$ cat src/rtl/mips_control_fsm.sv
// Multi-cycle MIPS controller: sequences each instruction one state per clock and drives every datapath strobe.
// Define MIPS_CTRL_TRAP_EN to trap illegal opcodes/functs in HALT; otherwise they retire as NOPs.
module mips_control_fsm #(
  parameter int STATE_W = 4
) (
  input  logic               clk,
  input  logic               reset,
  input  logic [5:0]         Op,
  input  logic [5:0]         Function,
  input  logic               Zero,
  output logic               IorD,
  output logic               MemRead,
  output logic               MemWrite,
  output logic               MemToReg,
  output logic               IRWrite,
  output logic               ALUSrcA,
  output logic               RegWrite,
  output logic               RegDst,
  output logic               PCSel,
  output logic [1:0]         PCSource,
  output logic [1:0]         ALUSrcB,
  output logic [3:0]         ALUCtrl,
  output logic [STATE_W-1:0] state,
  output logic               illegal_op
);

  localparam logic [STATE_W-1:0] S_FETCH    = STATE_W'(0);
  localparam logic [STATE_W-1:0] S_DECODE   = STATE_W'(1);
  localparam logic [STATE_W-1:0] S_MEMADR   = STATE_W'(2);
  localparam logic [STATE_W-1:0] S_MEMRD    = STATE_W'(3);
  localparam logic [STATE_W-1:0] S_MEMWB    = STATE_W'(4);
  localparam logic [STATE_W-1:0] S_MEMWR    = STATE_W'(5);
  localparam logic [STATE_W-1:0] S_RTYPE_EX = STATE_W'(6);
  localparam logic [STATE_W-1:0] S_RTYPE_WB = STATE_W'(7);
  localparam logic [STATE_W-1:0] S_BRANCH   = STATE_W'(8);
  localparam logic [STATE_W-1:0] S_IMM_EX   = STATE_W'(9);
  localparam logic [STATE_W-1:0] S_IMM_WB   = STATE_W'(10);
  localparam logic [STATE_W-1:0] S_JUMP     = STATE_W'(11);
  localparam logic [STATE_W-1:0] S_HALT     = STATE_W'(12);

  // Where an illegal opcode or funct sends the machine.
`ifdef MIPS_CTRL_TRAP_EN
  localparam logic [STATE_W-1:0] S_TRAP = S_HALT;
`else
  localparam logic [STATE_W-1:0] S_TRAP = S_FETCH;
`endif

  localparam logic [5:0] OP_RTYPE = 6'b000000;
  localparam logic [5:0] OP_J     = 6'b000010;
  localparam logic [5:0] OP_BEQ   = 6'b000100;
  localparam logic [5:0] OP_BNE   = 6'b000101;
  localparam logic [5:0] OP_ADDI  = 6'b001000;
  localparam logic [5:0] OP_SLTI  = 6'b001010;
  localparam logic [5:0] OP_LW    = 6'b100011;
  localparam logic [5:0] OP_SW    = 6'b101011;

  localparam logic [3:0] ALU_AND = 4'b0000;
  localparam logic [3:0] ALU_OR  = 4'b0001;
  localparam logic [3:0] ALU_XOR = 4'b0010;
  localparam logic [3:0] ALU_NOR = 4'b0011;
  localparam logic [3:0] ALU_ADD = 4'b0110;
  localparam logic [3:0] ALU_SUB = 4'b1110;
  localparam logic [3:0] ALU_SLT = 4'b1111;

  logic [STATE_W-1:0] state_q;
  logic [STATE_W-1:0] next_state;
  logic               is_lw;
  logic               is_sw;
  logic               is_rtype;
  logic               is_beq;
  logic               is_bne;
  logic               is_addi;
  logic               is_slti;
  logic               is_j;
  logic               funct_ok;
  logic [3:0]         funct_alu;

  assign is_lw    = (Op == OP_LW);
  assign is_sw    = (Op == OP_SW);
  assign is_rtype = (Op == OP_RTYPE);
  assign is_beq   = (Op == OP_BEQ);
  assign is_bne   = (Op == OP_BNE);
  assign is_addi  = (Op == OP_ADDI);
  assign is_slti  = (Op == OP_SLTI);
  assign is_j     = (Op == OP_J);

  // R-type funct to ALU operation; unknown functs are flagged and fall back to ADD.
  always_comb begin
    funct_ok  = 1'b1;
    funct_alu = ALU_ADD;
    case (Function)
      6'b100000: funct_alu = ALU_ADD;
      6'b100010: funct_alu = ALU_SUB;
      6'b100100: funct_alu = ALU_AND;
      6'b100101: funct_alu = ALU_OR;
      6'b100110: funct_alu = ALU_XOR;
      6'b100111: funct_alu = ALU_NOR;
      6'b101010: funct_alu = ALU_SLT;
      default:   funct_ok  = 1'b0;
    endcase
  end

  always_ff @(posedge clk) begin
    if (reset) state_q <= S_FETCH;
    else       state_q <= next_state;
  end

  always_comb begin
    next_state = S_FETCH;
    case (state_q)
      S_FETCH:  next_state = S_DECODE;
      S_DECODE: begin
        if (is_lw || is_sw)          next_state = S_MEMADR;
        else if (is_rtype)           next_state = S_RTYPE_EX;
        else if (is_beq || is_bne)   next_state = S_BRANCH;
        else if (is_addi || is_slti) next_state = S_IMM_EX;
        else if (is_j)               next_state = S_JUMP;
        else                         next_state = S_TRAP;
      end
      S_MEMADR: begin
        if (is_lw)      next_state = S_MEMRD;
        else if (is_sw) next_state = S_MEMWR;
        else            next_state = S_FETCH;
      end
      S_MEMRD:    next_state = S_MEMWB;
      S_MEMWB:    next_state = S_FETCH;
      S_MEMWR:    next_state = S_FETCH;
      S_RTYPE_EX: next_state = funct_ok ? S_RTYPE_WB : S_TRAP;
      S_RTYPE_WB: next_state = S_FETCH;
      S_BRANCH:   next_state = S_FETCH;
      S_IMM_EX:   next_state = S_IMM_WB;
      S_IMM_WB:   next_state = S_FETCH;
      S_JUMP:     next_state = S_FETCH;
`ifdef MIPS_CTRL_TRAP_EN
      S_HALT:     next_state = S_HALT;
`else
      S_HALT:     next_state = S_FETCH;
`endif
      default:    next_state = S_FETCH;
    endcase
  end

  // Moore decode of the state, except PCSel in BRANCH which follows Zero directly.
  // Reset forces every output low so no strobe escapes while the state is being re-established.
  always_comb begin
    IorD       = 1'b0;
    MemRead    = 1'b0;
    MemWrite   = 1'b0;
    MemToReg   = 1'b0;
    IRWrite    = 1'b0;
    ALUSrcA    = 1'b0;
    RegWrite   = 1'b0;
    RegDst     = 1'b0;
    PCSel      = 1'b0;
    PCSource   = 2'b00;
    ALUSrcB    = 2'b00;
    ALUCtrl    = ALU_ADD;
    illegal_op = 1'b0;
    case (state_q)
      S_FETCH: begin
        MemRead = 1'b1;
        IRWrite = 1'b1;
        ALUSrcB = 2'b01;
        PCSel   = 1'b1;
      end
      S_DECODE: ALUSrcB = 2'b11;
      S_MEMADR: begin
        ALUSrcA = 1'b1;
        ALUSrcB = 2'b10;
      end
      S_MEMRD: begin
        IorD    = 1'b1;
        MemRead = 1'b1;
      end
      S_MEMWB: begin
        MemToReg = 1'b1;
        RegWrite = 1'b1;
      end
      S_MEMWR: begin
        IorD     = 1'b1;
        MemWrite = 1'b1;
      end
      S_RTYPE_EX: begin
        ALUSrcA = 1'b1;
        ALUCtrl = funct_alu;
      end
      S_RTYPE_WB: begin
        ALUSrcA  = 1'b1;
        RegDst   = 1'b1;
        RegWrite = 1'b1;
        ALUCtrl  = funct_alu;
      end
      S_BRANCH: begin
        ALUSrcA  = 1'b1;
        ALUCtrl  = ALU_SUB;
        PCSource = 2'b01;
        PCSel    = (is_beq && Zero) || (is_bne && !Zero);
      end
      S_IMM_EX: begin
        ALUSrcA = 1'b1;
        ALUSrcB = 2'b10;
        ALUCtrl = is_slti ? ALU_SLT : ALU_ADD;
      end
      S_IMM_WB: RegWrite = 1'b1;
      S_JUMP: begin
        PCSel    = 1'b1;
        PCSource = 2'b10;
      end
`ifdef MIPS_CTRL_TRAP_EN
      S_HALT: illegal_op = 1'b1;
`endif
      default: ;
    endcase
    if (reset) begin
      IorD       = 1'b0;
      MemRead    = 1'b0;
      MemWrite   = 1'b0;
      MemToReg   = 1'b0;
      IRWrite    = 1'b0;
      ALUSrcA    = 1'b0;
      RegWrite   = 1'b0;
      RegDst     = 1'b0;
      PCSel      = 1'b0;
      PCSource   = 2'b00;
      ALUSrcB    = 2'b00;
      ALUCtrl    = 4'b0000;
      illegal_op = 1'b0;
    end
  end

  assign state = reset ? '0 : state_q;

endmodule

$ cat config.mk
export PLATFORM = sky130hd
export DESIGN_NAME = mips_control_fsm
export DESIGN_NICKNAME = d
export VERILOG_FILES = /design/src/rtl/mips_control_fsm.sv
export SDC_FILE = /design/constraint.sdc
export NUM_CORES = 1
export LEC_CHECK = 0
export ABC_CLOCK_PERIOD_IN_PS = 1570
export CORE_ASPECT_RATIO = 1.2
export CORE_UTILIZATION = 38
export CTS_BUF_LIST = sky130_fd_sc_hd__clkbuf_2 sky130_fd_sc_hd__clkbuf_4 sky130_fd_sc_hd__clkbuf_8
export DETAILED_ROUTE_END_ITERATION = 10
export HOLD_SLACK_MARGIN = 0.05
export PLACE_DENSITY = 0.84
export SLEW_MARGIN = 20
export SYNTH_ARGS = -nofsm -noshare
export SYNTH_HDL_FRONTEND = slang
export SYNTH_SLANG_ARGS = --single-unit
$ cat constraint.sdc
create_clock -name clk -period 1.57 [get_ports clk]
set_input_delay 0.2355 -clock clk [delete_from_list [all_inputs] [get_ports clk]]
set_output_delay 0.2355 -clock clk [all_outputs]
set_load 0.05 [all_outputs]
==> metrics.md, run 1 <==
| Metric | Value |
|---|---|
| Synth Cell Area | 622 µm² |
| Initial Util | 41.9% |
| Routability Congestion | 0.868 |
| Register area share after synthesis | 12.9% |
| FP Rows | 15 |
| Input/output buffers | 35 |
| Failed at | detailed placement |
| Synth cell types | 36 |
| Syn Inst Count | 97 |
| Synth Net Count | 112 |
| Post-synth top flop | dfxtp_1 |
| First error | [ERROR DPL-0038] Utilization greater than 100%, impossible to legalize |
| Ys async rst share | 0% |
| Syn Area/Cell | 6.41 µm² |
| Die H | 46.3 µm |
| Ys Warns | 0 |
| Status | aborted with a tool error |
| Post-synth EDFFs | 0 |
| IO Count | 37 |
| Die X | 38.9 µm |
| Seq cells post-synth | 4 |
## cells in the mapped netlist (2+ instances only)
master | count | area [µm²]
buf_2 | 2 | 10.0
nand3_1 | 2 | 10.0
a41oi_1 | 2 | 17.5
nor3_1 | 7 | 35.0
nand2b_1 | 5 | 31.3
a31oi_1 | 3 | 18.8
nand4b_1 | 2 | 17.5
dfxtp_1 | 4 | 80.1
nor2b_1 | 7 | 43.8
o21a_1 | 2 | 15.0
nor3b_1 | 2 | 15.0
clkbuf_1 | 4 | 15.0
a21oi_1 | 5 | 25.0
or4_4 | 2 | 22.5
nor2_1 | 13 | 48.8
or2_0 | 2 | 12.5
nand2_1 | 6 | 22.5
inv_1 | 4 | 15.0
nor4_1 | 5 | 31.3
xor2_1 | 2 | 17.5
## cells by family after synthesis
kind of cell,Yosys count,synth area share [%]
muxes,1,1.61
AOI/OAI and AO/OA,21,23.5
DFF,4,12.9
other,1,0.603
xor gates and xnor gates,2,2.82
and+or+nand+nor,57,50.9
buffers and inverters,11,7.64
## per-stage QoR
step / area, µm² / instances / TNS (ps) / setup slack [ps]
3_3_place_gp: 1570 / 177 / -2260 / -375
2_1_floorplan: 756 / 97 / -772 / -126
==> inputs of run 2 (changes only) <==
CORE_AREA = 2 2 63 65   (was default)
CORE_ASPECT_RATIO = default   (was 1.2)
CORE_UTILIZATION = default   (was 38)
CTS_BUF_LIST = default   (was sky130_fd_sc_hd__clkbuf_2 sky130_fd_sc_hd__clkbuf_4 sky130_fd_sc_hd__clkbuf_8)
DIE_AREA = 0 0 65 67   (was default)
HOLD_SLACK_MARGIN = default   (was 0.05)
PLACE_DENSITY = default   (was 0.84)
PLACE_DENSITY_LB_ADDON = 0.15   (was default)
==> run 2 against run 1 <==
Net effect:
- the flow now finishes, with violations (negative setup slack)
- synthesized cell count stayed put
- synthesized area unchanged
==> metrics.md, run 2 <==
| Metric | Value |
|---|---|
| Input/output buffers | 35 (unchanged) |
| Min cycle time layout | 1850 ps |
| Antenna cell count | 0 |
| Gr usage total | 14.7% |
| IO Count | 37 (unchanged) |
| Hpwl dp | 2.24 mm |
| Vias/cell | 4.68 |
| CP startpoint kind | register |
| Vias after detailed routing | 1,063 |
| Largest net degree at the start of global routing | 10 |
| Largest register FFs | 4 |
| Worst EP arrival | 1620 ps |
| HP Class | input port to register |
| Failing checks | negative setup slack |
| Post-synth top flop | dfxtp_1 (unchanged) |
| Synth Cell Area | 622 µm² (unchanged) |
| Ys Warns | 0 (unchanged) |
| TritonCTS clock tree | built |
| DR iter-0 viols | 30 |
| First-pass GRT wire length | 4.86 mm |
| Worst skew pair latency | 220 ps |
| FP Rows | 22 (was 15) |
| Post-synth EDFFs | 0 (unchanged) |
| Most frequent cells in the layout | buf_4 (35), buf_12 (23), buf_6 (13) |
| Synth cell types | 36 (unchanged) |
| Most common cell in the netlist | nor2_1 (unchanged) |
| Post-route setup slack | -281 ps |
| Antenna Nets Post-Route | 0 |
| Critical Path RT | 1330 ps |
| Largest Register | state_q |
| Largest area contributor in the netlist | dfxtp_1 (unchanged) |
| Critical-path cell list | buf_6, or3_4, a21oi_4, a41oi_2, nor2_4, buf_12 |
| Drt first pass iters | 4 |
| Worst-path clk slew | 30 ps |
| Synth top area share | 12.9% (unchanged) |
| Fmax | 0.540 GHz |
| Slew Viols, Final | 0 |
| Core ar. | 3610 µm² |
| Leakage power | 0.000835 µW |
| Clock tree buffer depth | 2 |
| Worst hold slack | 590 ps |
| Die area | 4360 µm² |
| # H-tree levels | 1 |
| Seq cells post-synth | 4 (unchanged) |
| Routability Congestion | 0.788 (was 0.868) |
| Synth-to-layout area growth | 230% |
| Top cells by area, synth | dfxtp_1 (13%), nor2_1 (7.8%), nor2b_1 (7.0%), nor3_1 (5.6%), nand2b_1 (5.0%) (unchanged) |
| Die X | 65 µm (was 38.9 µm) |
| Status | finished with violations (was aborted with a tool error) |
| Crit-path max cell delay | 390 ps |
| WL final | 2.95 mm |
| WS Path Type | register to primary output |
| Syn Area/Cell | 6.41 µm² (unchanged) |
| Endpoints failing hold | 0 |
| Ys async rst share | 0% (unchanged) |
| Post-Route Skew | 1.70 ps |
| Part of the cycle the worst path needs | 118% |
| Nets | 196 |
| PwrDens | 356 nW/µm² |
| Layout cells sized above 1 | 68.7% |
| TNS Setup | -1620 ps |
| Total gr overflow | 0 |
| Commonest cells in the netlist | nor2_1 (13), nor2b_1 (7), nor3_1 (7), nand2_1 (6) (unchanged) |
| Worst-path fanout max | 5 |
| Critical path's slowest cell | or3_4 |
| Max Cap Violations | 0 |
| Total CTS buffers | 3 |
| Root Driver | clkbuf_8 |
| Synth Net Count | 112 (unchanged) |
| Largest regs | state_q (4) |
| Count of hold-fix buffers inserted at cts | 0 |
| Initial antenna violation count | 0 |
| Register area share after synthesis | 12.9% (unchanged) |
| DR WL/cell | 13.0 µm |
| Vias in the first global route | 1,041 |
| Final number of setup-violating endpoints | 14 |
| Setup crit end kind | primary output |
| DRC | 0 |
| Die H | 67 µm (was 46.3 µm) |
| Clk sinks | 4 |
| Most common cell after layout, fill and taps aside | buf_4 |
| Syn Inst Count | 97 (unchanged) |
| Peak supply drop | 0.000292 V |
| Initial Util | 17.2% (was 41.9%) |
| Unrepaired setup endpoints after global routing | true |
==> run 2: per-layer routing <==
layer,vias to the layer above,global-route usage (%),routed length [µm]
met2,35,27.1,1570
met5,-,0,0
li1,522,-,-
met4,0,7.98,87
met3,6,2.20,152
met1,500,16.1,1130
==> run 2: cell families (layout without fill, tap and decap cells) <==
kind of cell           after synthesis  in the layout  synth area share (%)
AND/OR/NAND/NOR                     57             57                  50.9
AO/OA/AOI/OAI                       21             21                  23.5
XOR/XNOR                             2              2                  2.82
buffers and inverters               11             93                  7.64
flip-flops                           4              4                  12.9
multiplexers                         1              1                  1.61
other                                1              1                 0.603
==> run 2: repair_timing <==
action,in CTS,in global routing
pin swaps,19,11
gates resized for setup,53,18
setup endpoints to repair,21,19
gates cloned,0,0
setup buffers,4,3
==> run 2: final cells by class <==
cell class | count | area (µm²)
fill | 320 | 1560
timing repair buffer | 86 | 1020
multi-input combinational | 82 | 820
sequential | 4 | 95.1
tap | 48 | 60.1
clock buffer | 3 | 41.3
inverter | 4 | 15.0
==> run 2: where the power goes <==
group | leakage (µW) | total (µW) | switching [µW] | internal (µW)
Sequential | 0.0000355 | 106 | 4.27 | 101
Clock | 0.0000216 | 226 | 61.8 | 164
Combinational | 0.000778 | 398 | 192 | 206
Total | 0.000835 | 730 | 258 | 472
==> run 2: worst max-delay path: cells and delay by family, from the launching register on <==
| family | cells | cell delay, ps |
|---|---|---|
| compound gates | 2 | 240 |
| buf+inv | 2 | 260 |
| flops | 1 | 360 |
| simple gates | 2 | 530 |
==> run 2: final timing paths <==
kind                         startpoint               endpoint  slack, ps  cells past startpoint
setup reg to reg  state_q[3]$_SDFF_PP0_  state_q[2]$_SDFF_PP0_        -90                      5
setup / recovery  state_q[1]$_SDFF_PP0_                  PCSel       -280                      6
hold / removal                    Op[5]  state_q[3]$_SDFF_PP0_        590                      5
hold reg to reg   state_q[3]$_SDFF_PP0_  state_q[0]$_SDFF_PP0_        780                      4
==> run 2: metrics by stage <==
| step | utilization [%] | cells | total power (µW) | setup WS [ps] | cell area (µm²) |
|---|---|---|---|---|---|
| after floorplan | - | 97 | 254 | -126 | 756 |
| after global placement | 46.8 | 217 | 450 | -372 | 1690 |
| after detailed placement | 46.8 | 217 | 452 | -412 | 1690 |
| after CTS | 54.1 | 224 | 697 | -286 | 1950 |
| after global routing | 56.8 | 227 | 763 | -337 | 2050 |
| final | 56.8 | 227 | 730 | -281 | 2050 |
(Power assumes the default switching activity.)
==> patch 1 (flow settings as in run 2) <==
Add a define of `MIPS_CTRL_TRAP_EN`.
--- a/src/rtl/mips_control_fsm.sv
+++ b/src/rtl/mips_control_fsm.sv
@@ -1,5 +1,7 @@
 // Multi-cycle MIPS controller: sequences each instruction one state per clock and drives every datapath strobe.
 // Define MIPS_CTRL_TRAP_EN to trap illegal opcodes/functs in HALT; otherwise they retire as NOPs.
+`define MIPS_CTRL_TRAP_EN
+
 module mips_control_fsm #(
   parameter int STATE_W = 4
 ) (
Formal check against the unedited RTL: not equivalent (a bounded check fails within 4 cycles, from zero or initial values and one cycle with reset high).
==> patch 1 against run 2 <==
The run still ends with setup timing left. Hold slack worse by 0.073 ns. Non-clock buffer count up 10. Utilization increased by 6.5 points. Maximum frequency increased by 1.5%. Sequential cell count did not move. Worst setup slack improved by 0.027 ns. First-iteration DRC count grew 83%. Synthesized area increased by 29%. Wire length up 22%. Design area up 11%.
Power is left out: it rests on default switching activity, and per cell area and clock period it moved more than threefold.
==> patch 1: results (changes against run 2) <==
Run status
The run finished, with violations left. The final reports fail on setup timing.

Synthesis
By area the synthesized netlist is led by sky130_fd_sc_hd__dfxtp_1, sky130_fd_sc_hd__clkbuf_8, sky130_fd_sc_hd__nor2_1, sky130_fd_sc_hd__nand2_1, sky130_fd_sc_hd__nand2b_1. The sequential area share after synthesis came to 9.97% (-2.9 points). The synthesized netlist net count is 125 (+12%). The mean area per synthesized cell is 7.30 sq um (+14%). The commonest cells after synthesis are sky130_fd_sc_hd__nor2_1, sky130_fd_sc_hd__nand2_1, sky130_fd_sc_hd__nand2b_1, sky130_fd_sc_hd__nor3_1.

The count of different cell masters after synthesis is 41 (+14%). The share of the synthesized area in the top cell type is 9.97% (-2.9 points).

Drt
The length of routed met2 wiring came to 1.96 mm (+25%). The average wire per cell in the routed design was 14.4 microns (+11%). The wire length on met3 is 98 microns (-36%). The number of DRC markers in iteration 0 is 55 (+83%).

Placed design
The final weighted congestion in routability-driven placement was 0.886 (+13%). The HPWL reported at the end of detailed placement is 2.51 mm (+12%). The number of port buffers is 36 (+2.9%). The total placed instance area is 1780 sq um (+5.7%).

STA
The final sum of negative setup slack is -1.60 ns (+0.0165 ns). The minimum setup slack in the final design came to -0.253 ns (+0.0271 ns). The final clock skew came to 0.00246 ns (+0.000759 ns). The worst hold slack after final layout is 0.517 ns (-0.0728 ns). The final count of negative-setup-slack endpoints came to 15 (+1).

Global route
The largest net degree at the start of global routing is 13 (+3). The overall routing resource usage is 16.3% (+1.6 points). The met3 demand-to-capacity share in global routing is 1.01% (-1.2 points).

The global-route wire length before repair came to 5.66 mm (+16%). The met2 usage in global routing is 31.2% (+4.1 points).

Worst hold path
The worst hold endpoint is state_q[0]$_SDFF_PP0_.

Setup path
The cell family with the largest share of critical-path delay is compound AO/OA/AOI/OAI gates. The largest incremental delay on the critical path is 0.37 ns (-0.02 ns). The critical register-to-register path startpoint is state_q[0]$_SDFF_PP0_. The highest net fanout along the worst path was 4 (-1). The arrival time at the worst endpoint came to 1.59 ns (-0.03 ns).

The worst reg-to-reg setup slack was -0.01 ns (+0.08 ns).

Clock network
The count of cells resized by post-cts repair is 68 (+28%). The number of buffers added for setup after CTS is 18 (+14).

Cells and area
The final net count was 218 (+11%). The ratio of cells with drive above 1 in the final layout came to 73.6% (+4.9 points). The layout filler cell count came to 278 (-13%).
==> patch 1: changes by cell type in the layout (fill, tap and decap cells not counted), moves of 4 or more <==
| cell | delta |
|---|---|
| sky130_fd_sc_hd__dlymetal6s2s_1 | +4 |
| sky130_fd_sc_hd__nor2b_4 | -5 |
| sky130_fd_sc_hd__nor2_4 | +4 |
| sky130_fd_sc_hd__clkdlybuf4s50_1 | -8 |
| sky130_fd_sc_hd__nand2b_4 | +4 |
| sky130_fd_sc_hd__nand2_1 | +6 |
| sky130_fd_sc_hd__buf_4 | +13 |
==> patch 1: cell type report <==
type / instances / share of cell area [%]
inverter: 5 / 0.986
clock buffer: 3 / 1.81
sequential: 4 / 4.16
multi-input combinational: 93 / 42.2
timing repair buffer: 96 / 48.2
tap: 48 / 2.63
==> patch 1: kinds of logic after synthesis <==
family / Yosys count / share of synthesized area (%)
AND/OR/NAND/NOR: 61 / 43.1
AO/OA/AOI/OAI: 29 / 29.4
buffers and inverters: 13 / 14.2
flip-flops: 4 / 9.97
XOR/XNOR: 3 / 3.27
==> patch 1: worst max path at each step <==
stage               cells after the start  slack [ns]                  start    endpoint
floorplan                               4       -0.31  state_q[1]$_SDFF_PP0_        IorD
global placement                        6       -0.48                  Op[0]  ALUCtrl[0]
detailed placement                      6       -0.48                  Op[0]  ALUCtrl[0]
CTS                                     4       -0.29  state_q[2]$_SDFF_PP0_  ALUCtrl[0]
global route                            4       -0.29  state_q[0]$_SDFF_PP0_       PCSel
finish                                  4       -0.25  state_q[0]$_SDFF_PP0_       PCSel
==> patch 1: through the flow <==
step | setup WS (ns) | instances
floorplan | -0.313 | 110
finish | -0.253 | 249
CTS | -0.285 | 244
detailed placement | -0.484 | 225
global route | -0.287 | 249
global placement | -0.482 | 225
==> patch 2 (config.mk and constraints of run 2) <==
Made on the original files. Make the reset (`reset`) asynchronous in one clocked block.
--- a/src/rtl/mips_control_fsm.sv
+++ b/src/rtl/mips_control_fsm.sv
@@ -100,7 +100,7 @@
     endcase
   end
 
-  always_ff @(posedge clk) begin
+  always_ff @(posedge clk or posedge reset) begin
     if (reset) state_q <= S_FETCH;
     else       state_q <= next_state;
   end
Check against the original RTL: same outputs for any inputs over 10 cycles, from zero or initial values and one cycle with reset high; that may be too few to reach the edited logic, so the function may still have changed.
==> patch 2 against run 2 <==
The run still ends with setup timing left. Design area fell by 8.6%. Synthesized area fell by 3.2%. Clock skew rose by 0.00074 ns. Via count fell by 9.6%. Final cell count fell by 4.4%. Synthesized cell count fell by 4.1%. First-iteration DRC count fell by 47%. Wire length fell by 0.78%. Sequential share of layout area rose by 0.77 points. Global-route usage fell by 1.2 points. Worst setup slack got worse by 0.20 ns. Sequential cell count did not move. Critical endpoint is now ALUCtrl[0].
Power is not compared: it rests on default switching activity, and its combinational part moved more than twofold at a synthesized area within 25%.
==> patch 2: results (changes against run 2) <==
Synthesis
The count of different cell masters after synthesis is 37 (+2.8%). The arithmetic-cell share of the synthesized area counting full adders, half adders and majority gates was 0% (unchanged). The sequential area share after synthesis is 16.6% (+3.8 points). The fraction of registers with async set/reset is 100% (+100 points). The complex-gate fraction of the synthesized area was 22.9% (-0.67 points). The mux cell area share after synthesis is 0% (-1.6 points).

The synthesized netlist net count is 108 (-3.6%). By area the synthesized netlist is led by sky130_fd_sc_hd__dfrtp_1, sky130_fd_sc_hd__nor2_1, sky130_fd_sc_hd__nor3_1, sky130_fd_sc_hd__nand2_1, sky130_fd_sc_hd__nand2b_1. The commonest cells after synthesis are sky130_fd_sc_hd__nor2_1, sky130_fd_sc_hd__nand2_1, sky130_fd_sc_hd__nor3_1. The xor-xnor portion of the synthesized cell area is 2.91% (+0.094 points).

Cells and area
The layout filler cell count is 327 (+2.2%). The total inserted antenna cells was 0 (unchanged). The ratio of cells with drive above 1 in the final layout is 68.0% (-0.67 points). The final net count is 186 (-5.1%).

Setup path
The highest net fanout along the worst path came to 2 (-3). The worst reg-to-reg setup slack is 0.08 ns (+0.17 ns).

Global route
The met2 usage in global routing is 27.2% (+0.13 points). The number of antenna violations at the first check in global routing came to 0 (unchanged). The met1 demand-to-capacity share in global routing is 14.6% (-1.6 points). The largest net degree at the start of global routing is 11 (+1). The met3 demand-to-capacity share in global routing was 1.01% (-1.2 points). The number of global-route vias before repair is 1023 (-1.7%). The overall routing resource usage is 13.5% (-1.2 points). The global-route wire length before repair is 4.54 mm (-6.7%).

STA
The final clock skew is 0.00244 ns (+0.000740 ns). The minimum setup slack in the final design was -0.483 ns (-0.203 ns). The worst hold slack after final layout came to 0.359 ns (-0.232 ns).

The final count of negative-setup-slack endpoints is 18 (+4).

Worst hold path
In this run the worst hold path is classified as in -> async.

Run status
The checks that failed: setup timing. The run finished, with violations left.

Placed design
The worst setup slack after placement is -0.649 ns (-0.236 ns). The HPWL reported at the end of detailed placement is 2.15 mm (-4.1%). The final weighted congestion in routability-driven placement was 0.801 (+1.7%). The total placed instance area came to 1520 sq um (-10%).

Drt
The number of DRC markers in iteration 0 is 16 (-47%). The routed via count is 961 (-9.6%). The wire length reported by the detailed router is 2.92 mm (-0.78%).

Pwr
VDD sags by at most 0.000389 V. Summed over all sequential cells, the power is between 150 and 200 uW.
-- patch 2: cell type report --
class | count | area share, %
timing repair buffer | 79 | 48.0
multi-input combinational | 78 | 40.0
sequential | 4 | 5.41
tap | 48 | 3.21
clock buffer | 3 | 2.20
inverter | 5 | 1.20
-- patch 2: metrics by stage --
stage                     power, uW  std cells  util [%]  setup TNS, ns
after floorplan                 801         93         -         -0.934
after global placement         1380        204      42.1          -3.43
after detailed placement       1380        204      42.1          -3.51
after CTS                      1860        214      49.7          -3.32
after global routing           1980        217      51.9          -4.03
final                          1890        217      51.9          -3.12
-- patch 2: critical path: stages (launching register included) --
cell	delay, ns
sky130_fd_sc_hd__dfrtp_1	0.37
sky130_fd_sc_hd__nand2b_4	0.14
sky130_fd_sc_hd__or2_4	0.25
sky130_fd_sc_hd__or4_4	0.49
sky130_fd_sc_hd__a31oi_4	0.19
sky130_fd_sc_hd__buf_12	0.15
-- patch 2: metal layers --
metal	share of wire, %	vias to the layer above
met5	0	-
met3	3.0	3
met1	41	449
met4	0.86	0
met2	55	26
li1	-	483
-- patch 2: path summary, 6_finish.rpt --
path                                 startpoint              endpoint  cells past startpoint
setup / recovery           state_q[3]$_DFF_PP0_            ALUCtrl[0]                      5
hold / removal                            reset  state_q[2]$_DFF_PP0_                      4
setup reg to reg           state_q[3]$_DFF_PP0_  state_q[2]$_DFF_PP0_                      5
hold reg to reg            state_q[0]$_DFF_PP0_  state_q[0]$_DFF_PP0_                      4
max in group asynchronous                 reset  state_q[0]$_DFF_PP0_                      4
min in group clk                          Op[5]  state_q[3]$_DFF_PP0_                      4
-- patch 2: what timing repair did --
| action | CTS | global route |
|---|---|---|
| buffers inserted | 7 | 4 |
| setup endpoints to repair | 18 | 21 |
| hold buffers | 0 | 0 |
| pin swaps | 17 | 12 |
| gates resized for setup | 60 | 13 |
